[src/rtl/riscv32ima_lsu_wback.sv]
// riscv32ima_lsu_wback
//  Consumer end of the ALU-stage output handshake. Each accepted instruction is
//  completed here: LOAD/STORE go out on the data memory port, result-producing
//  ops are written straight back to the register file, and AMOs or malformed or
//  misaligned memory ops raise a one-cycle exception pulse.
//
//  Ports
//   clk, nrst            clock, synchronous active-low reset
//   alu_valid/alu_ready  handshake from the ALU stage
//   alu_opcode           major opcode
//   alu_func3_opcode     func3 (access size and sign)
//   alu_src_addr         rs2 index, carried for trace only
//   alu_dst_addr         rd index
//   alu_mem_addr         effective byte address for LOAD/STORE
//   alu_data             store data or rd result
//   dmem_*               data memory request / grant / response port
//   wback_reg_*          register file write port (one-cycle strobe)
//   lsu_exc, lsu_exc_addr  exception pulse and faulting address
//
//  All outputs are registered; alu_ready mirrors "state is IDLE" one edge late
//  so that it is 0 while in reset.

module riscv32ima_lsu_wback #(
    parameter int ADDR_WIDTH     = 32,
    parameter int REG_ADDR_WIDTH = 5,
    parameter int REG_DATA_WIDTH = 32,
    parameter int OPCODE_WIDTH   = 7,
    parameter int FUNC3_WIDTH    = 3
) (
    input  logic                      clk,
    input  logic                      nrst,
    input  logic                      alu_valid,
    output logic                      alu_ready,
    input  logic [OPCODE_WIDTH-1:0]   alu_opcode,
    input  logic [FUNC3_WIDTH-1:0]    alu_func3_opcode,
    input  logic [REG_ADDR_WIDTH-1:0] alu_src_addr,
    input  logic [REG_ADDR_WIDTH-1:0] alu_dst_addr,
    input  logic [ADDR_WIDTH-1:0]     alu_mem_addr,
    input  logic [REG_DATA_WIDTH-1:0] alu_data,
    output logic                      dmem_req,
    output logic                      dmem_we,
    output logic [ADDR_WIDTH-1:0]     dmem_addr,
    output logic [3:0]                dmem_be,
    output logic [REG_DATA_WIDTH-1:0] dmem_wdata,
    input  logic                      dmem_gnt,
    input  logic                      dmem_rvalid,
    input  logic [REG_DATA_WIDTH-1:0] dmem_rdata,
    output logic                      wback_reg_wen,
    output logic [REG_ADDR_WIDTH-1:0] wback_reg_addr,
    output logic [REG_DATA_WIDTH-1:0] wback_reg_data,
    output logic                      lsu_exc,
    output logic [ADDR_WIDTH-1:0]     lsu_exc_addr
);

    localparam logic [OPCODE_WIDTH-1:0] OPC_LOAD     = 7'b0000011;
    localparam logic [OPCODE_WIDTH-1:0] OPC_MISC_MEM = 7'b0001111;
    localparam logic [OPCODE_WIDTH-1:0] OPC_OP_IMM   = 7'b0010011;
    localparam logic [OPCODE_WIDTH-1:0] OPC_AUIPC    = 7'b0010111;
    localparam logic [OPCODE_WIDTH-1:0] OPC_STORE    = 7'b0100011;
    localparam logic [OPCODE_WIDTH-1:0] OPC_AMO      = 7'b0101111;
    localparam logic [OPCODE_WIDTH-1:0] OPC_OP       = 7'b0110011;
    localparam logic [OPCODE_WIDTH-1:0] OPC_LUI      = 7'b0110111;
    localparam logic [OPCODE_WIDTH-1:0] OPC_JALR     = 7'b1100111;
    localparam logic [OPCODE_WIDTH-1:0] OPC_JAL      = 7'b1101111;

    typedef enum logic [1:0] {
        IDLE,
        REQ,
        RSP
    } state_t;

    state_t                      state;
    logic [FUNC3_WIDTH-1:0]      lat_func3;
    logic [REG_ADDR_WIDTH-1:0]   lat_rd;
    logic [1:0]                  lat_lane;

    logic                        accept;
    logic                        is_store;
    logic                        func3_ok;
    logic                        misaligned;
    logic [3:0]                  req_be;
    logic [REG_DATA_WIDTH-1:0]   req_wdata;
    logic [REG_DATA_WIDTH-1:0]   lane_data;
    logic [REG_DATA_WIDTH-1:0]   load_data;

    // rs2 index has no function here; folded into a sink so it is not flagged.
    logic                        unused_src;
    assign unused_src = ^alu_src_addr;

    assign accept   = alu_valid & alu_ready;
    assign is_store = (alu_opcode == OPC_STORE);

    // Decode of the memory access: legal func3, alignment, lanes and data.
    always_comb begin
        func3_ok   = 1'b0;
        misaligned = 1'b0;
        req_be     = 4'b1111;
        req_wdata  = alu_data;
        if (is_store)
            func3_ok = (alu_func3_opcode == 3'd0) || (alu_func3_opcode == 3'd1) ||
                       (alu_func3_opcode == 3'd2);
        else
            func3_ok = (alu_func3_opcode == 3'd0) || (alu_func3_opcode == 3'd1) ||
                       (alu_func3_opcode == 3'd2) || (alu_func3_opcode == 3'd4) ||
                       (alu_func3_opcode == 3'd5);
        case (alu_func3_opcode[1:0])
            2'd0: begin
                req_be    = 4'b0001 << alu_mem_addr[1:0];
                req_wdata = {4{alu_data[7:0]}};
            end
            2'd1: begin
                misaligned = alu_mem_addr[0];
                req_be     = 4'b0011 << alu_mem_addr[1:0];
                req_wdata  = {2{alu_data[15:0]}};
            end
            default: begin
                misaligned = (alu_mem_addr[1:0] != 2'b00);
            end
        endcase
    end

    // Lane selection and extension of the returned read word.
    always_comb begin
        lane_data = dmem_rdata >> {lat_lane, 3'b000};
        load_data = lane_data;
        case (lat_func3)
            3'd0:    load_data = {{24{lane_data[7]}}, lane_data[7:0]};
            3'd4:    load_data = {24'd0, lane_data[7:0]};
            3'd1:    load_data = {{16{lane_data[15]}}, lane_data[15:0]};
            3'd5:    load_data = {16'd0, lane_data[15:0]};
            default: load_data = lane_data;
        endcase
    end

    always_ff @(posedge clk) begin
        if (!nrst) begin
            state          <= IDLE;
            alu_ready      <= 1'b0;
            dmem_req       <= 1'b0;
            dmem_we        <= 1'b0;
            dmem_addr      <= '0;
            dmem_be        <= '0;
            dmem_wdata     <= '0;
            wback_reg_wen  <= 1'b0;
            wback_reg_addr <= '0;
            wback_reg_data <= '0;
            lsu_exc        <= 1'b0;
            lsu_exc_addr   <= '0;
            lat_func3      <= '0;
            lat_rd         <= '0;
            lat_lane       <= '0;
        end else begin
            wback_reg_wen <= 1'b0;
            lsu_exc       <= 1'b0;
            case (state)
                IDLE: begin
                    alu_ready <= 1'b1;
                    if (accept) begin
                        case (alu_opcode)
                            OPC_OP, OPC_OP_IMM, OPC_LUI, OPC_AUIPC, OPC_JAL, OPC_JALR: begin
                                wback_reg_wen  <= (alu_dst_addr != '0);
                                wback_reg_addr <= alu_dst_addr;
                                wback_reg_data <= alu_data;
                            end
                            OPC_AMO: begin
                                lsu_exc      <= 1'b1;
                                lsu_exc_addr <= alu_mem_addr;
                            end
                            OPC_LOAD, OPC_STORE: begin
                                if (!func3_ok || misaligned) begin
                                    lsu_exc      <= 1'b1;
                                    lsu_exc_addr <= alu_mem_addr;
                                end else begin
                                    state      <= REQ;
                                    alu_ready  <= 1'b0;
                                    dmem_req   <= 1'b1;
                                    dmem_we    <= is_store;
                                    dmem_addr  <= {alu_mem_addr[ADDR_WIDTH-1:2], 2'b00};
                                    dmem_be    <= req_be;
                                    dmem_wdata <= req_wdata;
                                    lat_func3  <= alu_func3_opcode;
                                    lat_rd     <= alu_dst_addr;
                                    lat_lane   <= alu_mem_addr[1:0];
                                end
                            end
                            // BRANCH, MISC_MEM, SYSTEM and unknown opcodes retire silently.
                            OPC_MISC_MEM: ;
                            default: ;
                        endcase
                    end
                end
                REQ: begin
                    if (dmem_gnt) begin
                        dmem_req <= 1'b0;
                        if (dmem_we) begin
                            state     <= IDLE;
                            alu_ready <= 1'b1;
                        end else begin
                            state <= RSP;
                        end
                    end
                end
                RSP: begin
                    if (dmem_rvalid) begin
                        wback_reg_wen  <= (lat_rd != '0);
                        wback_reg_addr <= lat_rd;
                        wback_reg_data <= load_data;
                        state          <= IDLE;
                        alu_ready      <= 1'b1;
                    end
                end
                default: begin
                    state     <= IDLE;
                    alu_ready <= 1'b0;
                end
            endcase
        end
    end

endmodule

[config.mk]
export PLATFORM = sky130hd
export DESIGN_NAME = riscv32ima_lsu_wback
export DESIGN_NICKNAME = d
export VERILOG_FILES = /design/src/rtl/riscv32ima_lsu_wback.sv
export SDC_FILE = /design/constraint.sdc
export NUM_CORES = 1
export LEC_CHECK = 0
export ABC_AREA = 0
export BUFFER_PORTS_ARGS = -buffer_cell sky130_fd_sc_hd__buf_4
export CAP_MARGIN = 40
export CORE_MARGIN = 2
export CORE_UTILIZATION = 30
export CTS_CLUSTER_SIZE = 30
export DETAILED_ROUTE_END_ITERATION = 10
export PLACE_DENSITY = 0.51
export SYNTH_ARGS = -nofsm -noshare
export SYNTH_HDL_FRONTEND = slang
export SYNTH_SLANG_ARGS = --single-unit
[constraint.sdc]
create_clock -name clk -period 2.9 [get_ports clk]
set_input_delay 0.58 -clock clk [delete_from_list [all_inputs] [get_ports clk]]
set_output_delay 0.58 -clock clk [all_outputs]
set_load 0.01 [all_outputs]
=== Yosys cells after proc, flatten, opt, wreduce, memory -nomap -nowiden ===
Cells that the tools add are included.
Widths: inputs -> output; s select.

* Word-level logic and storage cells: 111
* Bits of input ports: 121
* Flip-flop bits (word level): 152
* Memories: 0
* Latch bits: 0
* Output and inout port bits: 142
* ROM bits: 0
* Bits in writable memories: 0

* Divide/modulo/power cells: 0
* $add $sub $neg: 0
* Multiply operators: 0
* Reduce and logical (&&, ||, !) cells: 25
* Shift operators: 3
* Eq/ne operators: 27
* Bitwise logic cells: 2
* Magnitude comparators: 0
* Muxes and demuxes: 39

{| class="wikitable"
|+ Operator list
! operator !! number
|-
| $pmux 32 s2 || 3
|-
| $mux 32 || 4
|-
| $pmux 32 s4 || 1
|-
| $shr 32x5->32 || 1
|-
| $eq 7x6->1 const B || 4
|-
| $mux 5 || 3
|-
| $eq 7x5->1 const B || 2
|-
| $eq 7x7->1 const B || 2
|-
| $mux 1 || 14
|-
| $eq 3x3->1 const B || 4
|-
| $mux 2 || 6
|-
| $ne 2x2->1 const B || 6
|-
| $reduce_and 4->1 || 3
|-
| $pmux 5 s2 || 1
|-
| $reduce_and 5->1 || 2
|-
| $reduce_bool 5->1 || 2
|-
| $pmux 1 s2 || 4
|-
| $pmux 4 s2 || 1
|-
| $reduce_bool 2->1 || 4
|-
| $eq 7x2->1 const B || 1
|-
| $eq 3x1->1 const B || 2
|-
| $logic_not 3->1 || 2
|-
| $pmux 2 s3 || 1
|-
| $reduce_and 3->1 || 2
|-
| 14 further kinds || 21
|}

=== Longest topological paths before layout ===
Gate-level depths: netlist (run 1).

* Depth in word-level cells: 12
* Gate-level depth with buffers: 9

=== Worst setup path after synthesis (run 1) ===
OpenSTA, ideal clock, no wires.

* Path type: input to register
* From: input alu_opcode[5]
* To: register wback_reg_data[10]
* Slack: 0.960 ns
* Stages: 7
* Data arrival time: 1.852 ns
* Required time: 2.812 ns
* Path buffers: 3
* Path through: and4b_1 buf_6 o2111a_1 buf_6 or2_4 buf_6 a311oi_2

* Cells in the longest elaborated chain, start to end: 4
* Elaborated cells on any way between the ends: 9
* Those cells by class: eq/ne (7); reduce/logical (2)

{| class="wikitable"
|+ RTL lines
! element !! RTL line !! text
|-
| start, declared || 34 || <nowiki>input logic [OPCODE_WIDTH-1:0] alu_opcode,</nowiki>
|-
| $eq 7x6->1 (tied with other cells) || 159 || <nowiki>case (alu_opcode)</nowiki>
|-
| $reduce_or 6->1 * || 159 ||
|-
| $ne 2x1->1 (no source line) * || -- ||
|-
| $reduce_and 4->1 (no source line) * || -- ||
|-
| end signal, assigned || 163 || <nowiki>wback_reg_data <= alu_data;</nowiki>
|-
| end signal, assigned || 207 || <nowiki>wback_reg_data <= load_data;</nowiki>
|-
| end, declared || 50 || <nowiki>output logic [REG_DATA_WIDTH-1:0] wback_reg_data,</nowiki>
|}

Every way passes the cells marked *; elsewhere a longest branch is shown, timed or not.
A chain may end at the register's enable or synchronous reset.

=== Final worst setup path (run 1) ===
* From: register state[0]
* To: register wback_reg_data[29]

* Cells in the longest elaborated chain, start to end: 3
* Elaborated cells on any way between the ends: 8
* Those cells by class: eq/ne (4); mux (1); reduce/logical (3)

{| class="wikitable"
|+ RTL lines
! element !! RTL line !! text
|-
| start, declared || 72 || <nowiki>state_t state;</nowiki>
|-
| start signal, assigned || 137 || <nowiki>state <= IDLE;</nowiki>
|-
| start signal, assigned || 174 || <nowiki>state <= REQ;</nowiki>
|-
| start signal, assigned || 196 || <nowiki>state <= IDLE;</nowiki>
|-
| $eq 2x2->1 / $logic_not 2->1 (equally long branches) || 155 || <nowiki>case (state)</nowiki>
|-
| $ne 2x2->1 (no source line) (tied with other cells) || -- ||
|-
| $reduce_and 4->1 (no source line) || -- ||
|}

Several ways; a longest one is shown, not always the timed one.

==> impl_metrics.yaml, run 1 <==
outcome:
  run_status: "finished, final reports clean"
sta:
  worst_slew_margin_pct: 48.8
  min_period_ps: 2170
  setup-violations-final: 0
  fmax_mhz: 460
  rsz0062_at_grt: "no"
  fin_setup_tns_ps: 0
  post_route_fraction_of_the_period_consumed_by_the_critical_path_pct: 75.0
  timing.clock.skew_ps: 10.9
  final-hold-violation-count: 0
  slew_violations: 0
  max_slew.worst_pin.slew_ps: 766
global_route:
  grt_start_max_net_pins: 92
  grt-ovfl-total: 0
  number_of_global_route_vias_before_repair: 6526
  track_usage_pct: 20.8
  grt_pass1_wl_um: 39300
  antenna_violations_before_repair: 0
floorplan:
  top_level_ports: 263
  die-area_sq_um: 25000
  die-height_um: 158
  row_count: 56
  fp.coreArea_sq_um: 23400
  floorplan.initialDensity_pct: 30.5
  die-width_um: 158
clocking:
  clk_transition_reported_paths_ps: 70
  cts_made_buffers: 17
  clk-insertion-delay-late_ps: 420
  ctsLongestPathBuffers: 2
  tritoncts: "built"
  root_buffer: "sky130_fd_sc_hd__clkbuf_16"
  cts_repair_resizes: 0
  post_cts_hold_buffer_count: 0
  htreeDepth: 4
  clock_sinks: 152
  post_cts_buffers: 0
setup_path:
  cp_max_fo: 38
  worstSetupPathType: "reg2reg"
  worst_r2r_path_depth: 6
  r2r_start: "state[0]"
  cp_data_required_time_ps: 3170
  setup.worst_path.start_class: "register"
  worst_ep_arrival_time_ps: 2440
  timing.rr.end: "wback_reg_data[29]"
  end_kind: "register"
  reg2reg_slack_ps: 730
route:
  routed_wirelength_um: 26700
  routed-via-count: 6948
  drt-initial-drc-count: 388
  drc_errors: 0
  antenna_left: 0
  count_of_tritonroute_iterations_in_the_first_routing_pass: 5
  via_cell_ratio: 5.05
  detail_route.wl_per_cell_um: 19.4
finish:
  post-route-util_pct: 42.3
  diodes: 0
  syn_to_final_growth_pct: 38.8
  nets: 1169
  fillerInstances: 2448
  final_layout_size_suffix_gt1_share_pct: 33.0
synthesis:
  synth.avg_cell_area_sq_um: 8.62
  most_used_standard_cells_in_the_synthesized_netlist: "sky130_fd_sc_hd__nand2_1, sky130_fd_sc_hd__dfxtp_1, sky130_fd_sc_hd__a21oi_1"
  seq_area_frac_synth_pct: 42.6
  synthesis.instances: 828
  synth_edf_count: 0
  largest_cells_by_area_after_synthesis: "sky130_fd_sc_hd__dfxtp_1, sky130_fd_sc_hd__nand2_1, sky130_fd_sc_hd__a21oi_1"
  leading_register_cell_type_out_of_synthesis: "sky130_fd_sc_hd__dfxtp_1"
  async_reset_ff_share_pct: 0
  ys_seq_elements: 152
  post_synth_design_cell_area_sq_um: 7140
  synthesis.yosys.warnings: 0
  synth_top_cell_by_area: "sky130_fd_sc_hd__dfxtp_1"
  yosys.cell_types.count: 60
  synth_top_area_share_pct: 42.6
  yosysMostFrequentCell: "sky130_fd_sc_hd__nand2_1"
power:
  cellLeakagePower_nw: 3.97
  power.density_cell_area_nw_per_um2: 473
  power.ir.vdd_worst_uv: 251
placement:
  gp_congestion: 0.818
  dpl.hpwl_um: 19400
  buffer_ports.inserted: 255
min_path:
  hold_path.startpoint: "dmem_gnt"
  hold_path_depth: 2
  whs_endpoint: "dmem_req"
  hp-class: "in2reg"
run:
  drv_cap: 0
==> critical path, cell delays in order, from the launching register on <==
cell and delay, ps:
sky130_fd_sc_hd__dfxtp_1 330, sky130_fd_sc_hd__inv_1 100, sky130_fd_sc_hd__ha_1 190, sky130_fd_sc_hd__buf_4 380
sky130_fd_sc_hd__nand2_1 450, sky130_fd_sc_hd__a221oi_1 430, sky130_fd_sc_hd__a21oi_1 120
==> cell families after synthesis <==
family,synth area share (%)
multiplexers,8.33
XOR/XNOR,0.123
flip-flops,42.6
other,0.0525
AO/OA/AOI/OAI,25.6
adder cells (fa/ha/maj),0.701
buffers and inverters,6.59
AND/OR/NAND/NOR,15.9
==> sequential cells by signal, indices dropped and copies added (netlist names), 3 cells and up <==
name / count
dmem_wdata: 32
lsu_exc_addr: 32
wback_reg_data: 32
dmem_addr: 30
lat_rd: 5
wback_reg_addr: 5
dmem_be: 4
lat_func3: 3
==> how the worst max path moves through the flow <==
stage	start	to	slack, ps	depth (start not counted)
5_1_grt	state[0]	wback_reg_data[17]	570	6
4_1_cts	state[0]	wback_reg_data[29]	720	6
2_1_floorplan	alu_opcode[5]	wback_reg_data[10]	960	7
6_report	state[0]	wback_reg_data[29]	730	6
3_5_place_dp	alu_func3_opcode[0]	lsu_exc_addr[31]	490	7
3_3_place_gp	alu_mem_addr[1]	lsu_exc_addr[31]	440	6
==> layout by cell type, fill, tap and decap left out, types with 9 or more instances in the layout <==
cell,count
sky130_fd_sc_hd__a22o_1,32
sky130_fd_sc_hd__nand2_1,166
sky130_fd_sc_hd__clkbuf_16,17
sky130_fd_sc_hd__o311ai_0,16
sky130_fd_sc_hd__nor2_1,21
sky130_fd_sc_hd__a211oi_1,9
sky130_fd_sc_hd__dfxtp_1,152
sky130_fd_sc_hd__nand2b_1,9
sky130_fd_sc_hd__o2111ai_1,17
sky130_fd_sc_hd__nor2b_1,11
sky130_fd_sc_hd__inv_1,20
sky130_fd_sc_hd__a21oi_1,103
sky130_fd_sc_hd__o211ai_1,15
sky130_fd_sc_hd__mux2i_1,38
sky130_fd_sc_hd__buf_4,272
sky130_fd_sc_hd__nor3_1,18
sky130_fd_sc_hd__mux2_2,17
==> power breakdown <==
part           switching (mW)  leakage (nW)  internal, mW  total [mW]
Sequential            0.00572          1.22          2.10        2.10
Combinational           0.221          2.48         0.183       0.404
Clock                   0.980         0.267          1.20        2.18
==> per-stage QoR <==
| stage | total power, mW | std cells | hold WS, ps | area [sq um] | setup slack, ps |
|---|---|---|---|---|---|
| after CTS | 4.74 | 1376 | 354 | 9900 | 724 |
| final | 4.69 | 1376 | 371 | 9900 | 725 |
| after detailed placement | 2.55 | 1344 | 444 | 9340 | 492 |
| after global placement | 2.55 | 1343 | 440 | 9310 | 438 |
| after global routing | 4.87 | 1376 | 355 | 9900 | 565 |
| after floorplan | 2.30 | 829 | 444 | 7140 | 960 |
==> layout make-up <==
| class | count | area [sq um] | share of cell area (%) |
|---|---|---|---|
| multi-input cells | 573 | 3660 | 36.9 |
| flip-flops and latches | 152 | 3040 | 30.7 |
| repair buffers | 277 | 2150 | 21.7 |
| clock buffers | 18 | 429 | 4.33 |
| well taps | 319 | 399 | 4.03 |
| clock inverters | 14 | 138 | 1.39 |
| inverters | 23 | 87.6 | 0.884 |
==> routing by layer <==
metal	global-route usage, %	share of wire (%)
met2	33.3	45
met1	28.6	47
met5	0	0
met3	4.22	6.3
met4	5.02	1.4
Power figures use the tool's default switching activity.
==> run 2: changes to the inputs <==
- ABC_AREA: 0 -> 1
- clock period: 2.9 -> 2.25 ns (I/O delays scaled with it)
==> impl_metrics.yaml, run 2 <==
synthesis:
  yosys.cell_types.count: 34
  yosysMostFrequentCell: "sky130_fd_sc_hd__nand2_1"
  ys_seq_elements: 152
  leading_register_cell_type_out_of_synthesis: "sky130_fd_sc_hd__dfxtp_1"
  largest_cells_by_area_after_synthesis: "sky130_fd_sc_hd__dfxtp_1, sky130_fd_sc_hd__nand2_1, sky130_fd_sc_hd__a21oi_1"
  synthesis.yosys.warnings: 0
  post_synth_design_cell_area_sq_um: 7530
  synth_top_area_share_pct: 40.4
  synth_top_cell_by_area: "sky130_fd_sc_hd__dfxtp_1"
  synth.avg_cell_area_sq_um: 6.63
  synthesis.instances: 1135
  async_reset_ff_share_pct: 0
  synth_edf_count: 0
  seq_area_frac_synth_pct: 40.4
  most_used_standard_cells_in_the_synthesized_netlist: "sky130_fd_sc_hd__nand2_1, sky130_fd_sc_hd__dfxtp_1, sky130_fd_sc_hd__nor2_1"
clocking:
  clock_sinks: 152
  ctsLongestPathBuffers: 2
  post_cts_hold_buffer_count: 0
  clk_transition_reported_paths_ps: 70
  tritoncts: "built"
  cts_made_buffers: 17
  clk-insertion-delay-late_ps: 430
  root_buffer: "sky130_fd_sc_hd__clkbuf_16"
  cts_repair_resizes: 0
  htreeDepth: 4
  post_cts_buffers: 0
route:
  detail_route.wl_per_cell_um: 16.4
  antenna_left: 0
  count_of_tritonroute_iterations_in_the_first_routing_pass: 5
  routed-via-count: 7992
  routed_wirelength_um: 27800
  via_cell_ratio: 4.73
  drc_errors: 0
  drt-initial-drc-count: 598
finish:
  diodes: 0
  final_layout_size_suffix_gt1_share_pct: 25.5
  syn_to_final_growth_pct: 37.7
  layout_top_registers: "dmem_wdata x32, lsu_exc_addr x32, wback_reg_data x32"
  final_cell_mix: "sky130_fd_sc_hd__nand2_1, sky130_fd_sc_hd__buf_4, sky130_fd_sc_hd__dfxtp_1"
  nets: 1479
  final_common_cell: "sky130_fd_sc_hd__nand2_1"
power:
  cellLeakagePower_nw: 4.71
  power.ir.vdd_worst_uv: 359
  power.density_cell_area_nw_per_um2: 609
  fin_total_pwr_mw: 6.31
outcome:
  run_status: "finished, final reports clean"
sta:
  fmax_mhz: 515
  final-hold-violation-count: 0
  post_route_fraction_of_the_period_consumed_by_the_critical_path_pct: 86.3
  min_period_ps: 1940
  max_slew.worst_pin.slew_ps: 539
  setup-violations-final: 0
  rsz0062_at_grt: "no"
  worst_slew_margin_pct: 64.0
  hold_slack_ps: 299
  slew_violations: 0
  timing.clock.skew_ps: 12.4
  fin_setup_tns_ps: 0
global_route:
  grt-ovfl-total: 0
  track_usage_pct: 20.5
  number_of_global_route_vias_before_repair: 7284
  grt_pass1_wl_um: 41800
  grt_start_max_net_pins: 66
  antenna_violations_before_repair: 0
floorplan:
  floorplan.initialDensity_pct: 30.8
  top_level_ports: 263
  die-width_um: 162
  die-height_um: 162
  row_count: 57
  die-area_sq_um: 26400
  fp.coreArea_sq_um: 24500
setup_path:
  cp_max_fo: 27
  setup.worst_path.start_class: "register"
  worstSetupPathType: "reg2reg"
  worst_ep_arrival_time_ps: 2260
  end_kind: "register"
  cp_data_required_time_ps: 2570
run:
  drv_cap: 0
placement:
  dpl.hpwl_um: 19900
  buffer_ports.inserted: 255
  gp_congestion: 0.897
min_path:
  hp-class: "in2reg"
==> run 2: final timing paths <==
kind / endpoint / startpoint / depth (start not counted) / slack, ps
worst max register to register: dmem_wdata[10] / state[0] / 8 / 310
worst min register to register: dmem_addr[7] / dmem_addr[7] / 2 / 460
worst max-delay path: dmem_wdata[10] / state[0] / 8 / 310
worst min-delay path: dmem_addr[21] / alu_mem_addr[21] / 3 / 300
==> run 2: cell type report <==
class / instances / area, sq um
Clock inverter: 13 / 160
Tap cell: 324 / 405
Multi-Input combinational cell: 829 / 3830
Sequential cell: 152 / 3040
Timing Repair Buffer: 281 / 2210
Fill cell: 2649 / 14100
Clock buffer: 19 / 443
Inverter: 73 / 275
==> run 2: logic make-up (layout without fill, tap and decap cells) <==
logic type      after synthesis  after routing  share of synthesized area, %
other cells                   1              2                        0.0498
buf+inv                     155            386                          8.96
compound gates              214            214                          14.8
simple gates                609            609                          35.1
flops                       152            152                          40.4
fa+ha+maj                     4              4                         0.665
==> run 2: report_power, final <==
part	total [mW]	switching [mW]	leakage [nW]	internal, mW
sequential	2.72	0.0122	1.23	2.71
clock	2.99	1.29	0.287	1.70
combinational	0.605	0.336	3.20	0.269
==> run 2: through the flow <==
stage / utilization, % / worst slack (ps) / cells / area [sq um]
global route: 42.4 / 57.9 / 1691 / 10400
finish: 42.4 / 309 / 1691 / 10400
CTS: 42.4 / 289 / 1691 / 10400
global placement: 39.9 / 205 / 1659 / 9770
detailed placement: 39.9 / 178 / 1659 / 9770
floorplan: - / 523 / 1136 / 7530
==> run 2: worst max-delay path: stages, from the launching register on <==
cell and delay, ps:
sky130_fd_sc_hd__dfxtp_1 380, sky130_fd_sc_hd__inv_1 80, sky130_fd_sc_hd__ha_1 300, sky130_fd_sc_hd__nand2_1 200
sky130_fd_sc_hd__inv_1 170, sky130_fd_sc_hd__nand2_2 130, sky130_fd_sc_hd__clkinv_2 310, sky130_fd_sc_hd__nor2_1 190
sky130_fd_sc_hd__nor2_1 70
==> run 2: metal layers <==
layer	up-vias	part of all wire, %	GRT usage [%]
met5	-	0	0
met4	0	1.4	5.39
met3	25	5.4	4.30
met2	208	45	31.3
met1	3653	48	29.3
li1	4106	-	-
==> run 3: changes to the inputs <==
- CORE_UTILIZATION: 30 -> 51
- HOLD_SLACK_MARGIN: not set -> 0.08
- PLACE_DENSITY: 0.51 -> 0.79
- SLEW_MARGIN: not set -> 15
==> impl_metrics.yaml, run 3 (synthesis gave the netlist of run 2 again) <==
sta:
  fmax_mhz: 501
  timing.clock.skew_ps: 6.57
  worst_slew_margin_pct: 66.3
  final-hold-violation-count: 0
  max_slew.worst_pin.slew_ps: 504
  fin_setup_tns_ps: 0
  post_route_fraction_of_the_period_consumed_by_the_critical_path_pct: 88.7
  setup-violations-final: 0
  min_period_ps: 2000
  slew_violations: 0
  rsz0062_at_grt: "no"
outcome:
  run_status: "finished, final reports clean"
setup_path:
  worstSetupPathType: "reg2reg"
  timing.rr.end: "wback_reg_data[15]"
  critPathTopFamily: "simple AND/OR/NAND/NOR gates"
  timing.critical_path.cells: "inv_1 > ha_1 > inv_1 > nor2_1 > nor2_1 > nand2_2 > buf_4 > nand2_1 > nand2_1 > a21oi_1"
  r2r_start: "state[1]"
  worstSetupStartpoint: "state[1]"
  critical_path_buf_inv_count: 3
  end_kind: "register"
  slowest_delay_ps: 330
  cpMaxStageDelayCell: "sky130_fd_sc_hd__dfxtp_1"
  setup.worst_path.start_class: "register"
  worst_r2r_path_depth: 10
  reg2reg_slack_ps: 250
  worst_ep_arrival_time_ps: 2300
  path_depth: 10
  cp_data_required_time_ps: 2560
  cp_max_fo: 23
  critPathCapture: "wback_reg_data[15]"
floorplan:
  die-width_um: 125
  fp.coreArea_sq_um: 14500
  die-area_sq_um: 15700
  die-height_um: 125
  floorplan.initialDensity_pct: 52.0
  row_count: 44
  top_level_ports: 263
run:
  drv_cap: 0
route:
  antenna_left: 0
  drt-initial-drc-count: 883
  routed_wirelength_um: 23700
  detail_route.wl_per_cell_um: 15.3
  count_of_tritonroute_iterations_in_the_first_routing_pass: 6
  drc_errors: 0
  via_cell_ratio: 5.31
  routed-via-count: 8231
placement:
  buffer_ports.inserted: 255
  gp_congestion: 0.905
  dpl.hpwl_um: 16800
clocking:
  root_buffer: "sky130_fd_sc_hd__clkbuf_16"
  clk-insertion-delay-late_ps: 430
  htreeDepth: 4
  tritoncts: "built"
  clock_sinks: 152
  ctsLongestPathBuffers: 2
  post_cts_buffers: 0
  clk_transition_reported_paths_ps: 70
  cts_made_buffers: 17
  cts_repair_resizes: 0
  post_cts_hold_buffer_count: 0
finish:
  syn_to_final_growth_pct: 35.1
  diodes: 0
  fillerInstances: 1262
  final_cell_mix: "sky130_fd_sc_hd__nand2_1, sky130_fd_sc_hd__buf_4, sky130_fd_sc_hd__dfxtp_1"
  area.sequential_sq_um: 3040
  final_layout_size_suffix_gt1_share_pct: 25.5
  nets: 1479
  layout_top_registers: "dmem_wdata x32, lsu_exc_addr x32, wback_reg_data x32"
  multiInputGateArea_sq_um: 3830
  final_common_cell: "sky130_fd_sc_hd__nand2_1"
global_route:
  grt_pass1_wl_um: 37600
  grt_start_max_net_pins: 87
  grt-ovfl-total: 0
  antenna_violations_before_repair: 0
  number_of_global_route_vias_before_repair: 7224
  track_usage_pct: 29.6
power:
  power.density_cell_area_nw_per_um2: 608
  fin_total_pwr_mw: 6.19
  cellLeakagePower_nw: 4.70
  power.ir.vdd_worst_uv: 615
min_path:
  hp-class: "in2reg"
-- run 3: worst min-delay path by stage --
stage,start,endpoint,slack [ps],cells past startpoint
2_1_floorplan,lat_func3[0],lat_func3[0],440,2
3_3_place_gp,dmem_addr[8],dmem_addr[8],450,2
3_5_place_dp,dmem_addr[5],dmem_addr[5],450,2
4_1_cts,alu_mem_addr[29],dmem_addr[29],290,3
5_1_grt,alu_mem_addr[9],dmem_addr[9],300,3
6_report,alu_mem_addr[29],dmem_addr[29],300,3
-- run 3: tightest hold or removal path, delay by kind of cell --
family,cells,cell delay (ps)
buffers and inverters,1,110
and+or+nand+nor,1,70
AOI/OAI and AO/OA,1,60
-- run 3: cell type report --
cell class | instances | area share, %
clock inverter | 12 | 1.40
timing repair buffer | 281 | 21.6
sequential | 152 | 29.9
tap | 184 | 2.26
clock buffer | 20 | 4.39
multi-input combinational | 829 | 37.7
inverter | 73 | 2.71
-- run 3: stage by stage --
stage	instances	utilization (%)	worst slack (ps)	instance area, sq um	hold slack [ps]
2_1_floorplan	1136	-	523	7530	444
3_3_place_gp	1519	66.2	153	9580	447
3_5_place_dp	1519	66.2	117	9580	452
4_1_cts	1551	70.2	265	10200	290
5_1_grt	1551	70.2	54.8	10200	301
6_report	1551	70.2	255	10200	303
-- run 3: where the power goes --
| group | total [mW] | leakage, nW | switching, mW | internal [mW] |
|---|---|---|---|---|
| registers | 2.72 | 1.23 | 0.0125 | 2.71 |
| logic | 0.584 | 3.20 | 0.316 | 0.268 |
| clock network | 2.88 | 0.280 | 1.20 | 1.68 |
| total | 6.19 | 4.70 | 1.52 | 4.66 |
-- run 3: routing by layer --
| metal | routed length [um] | global-route usage [%] | part of all wire (%) | vias up |
|---|---|---|---|---|
| met1 | 10300 | 41.5 | 43 | 3708 |
| li1 | - | - | - | 4101 |
| met4 | 350 | 7.65 | 1.5 | 0 |
| met3 | 2150 | 6.25 | 9.1 | 26 |
| met2 | 10900 | 46.5 | 46 | 396 |
| met5 | 0 | 0 | 0 | - |
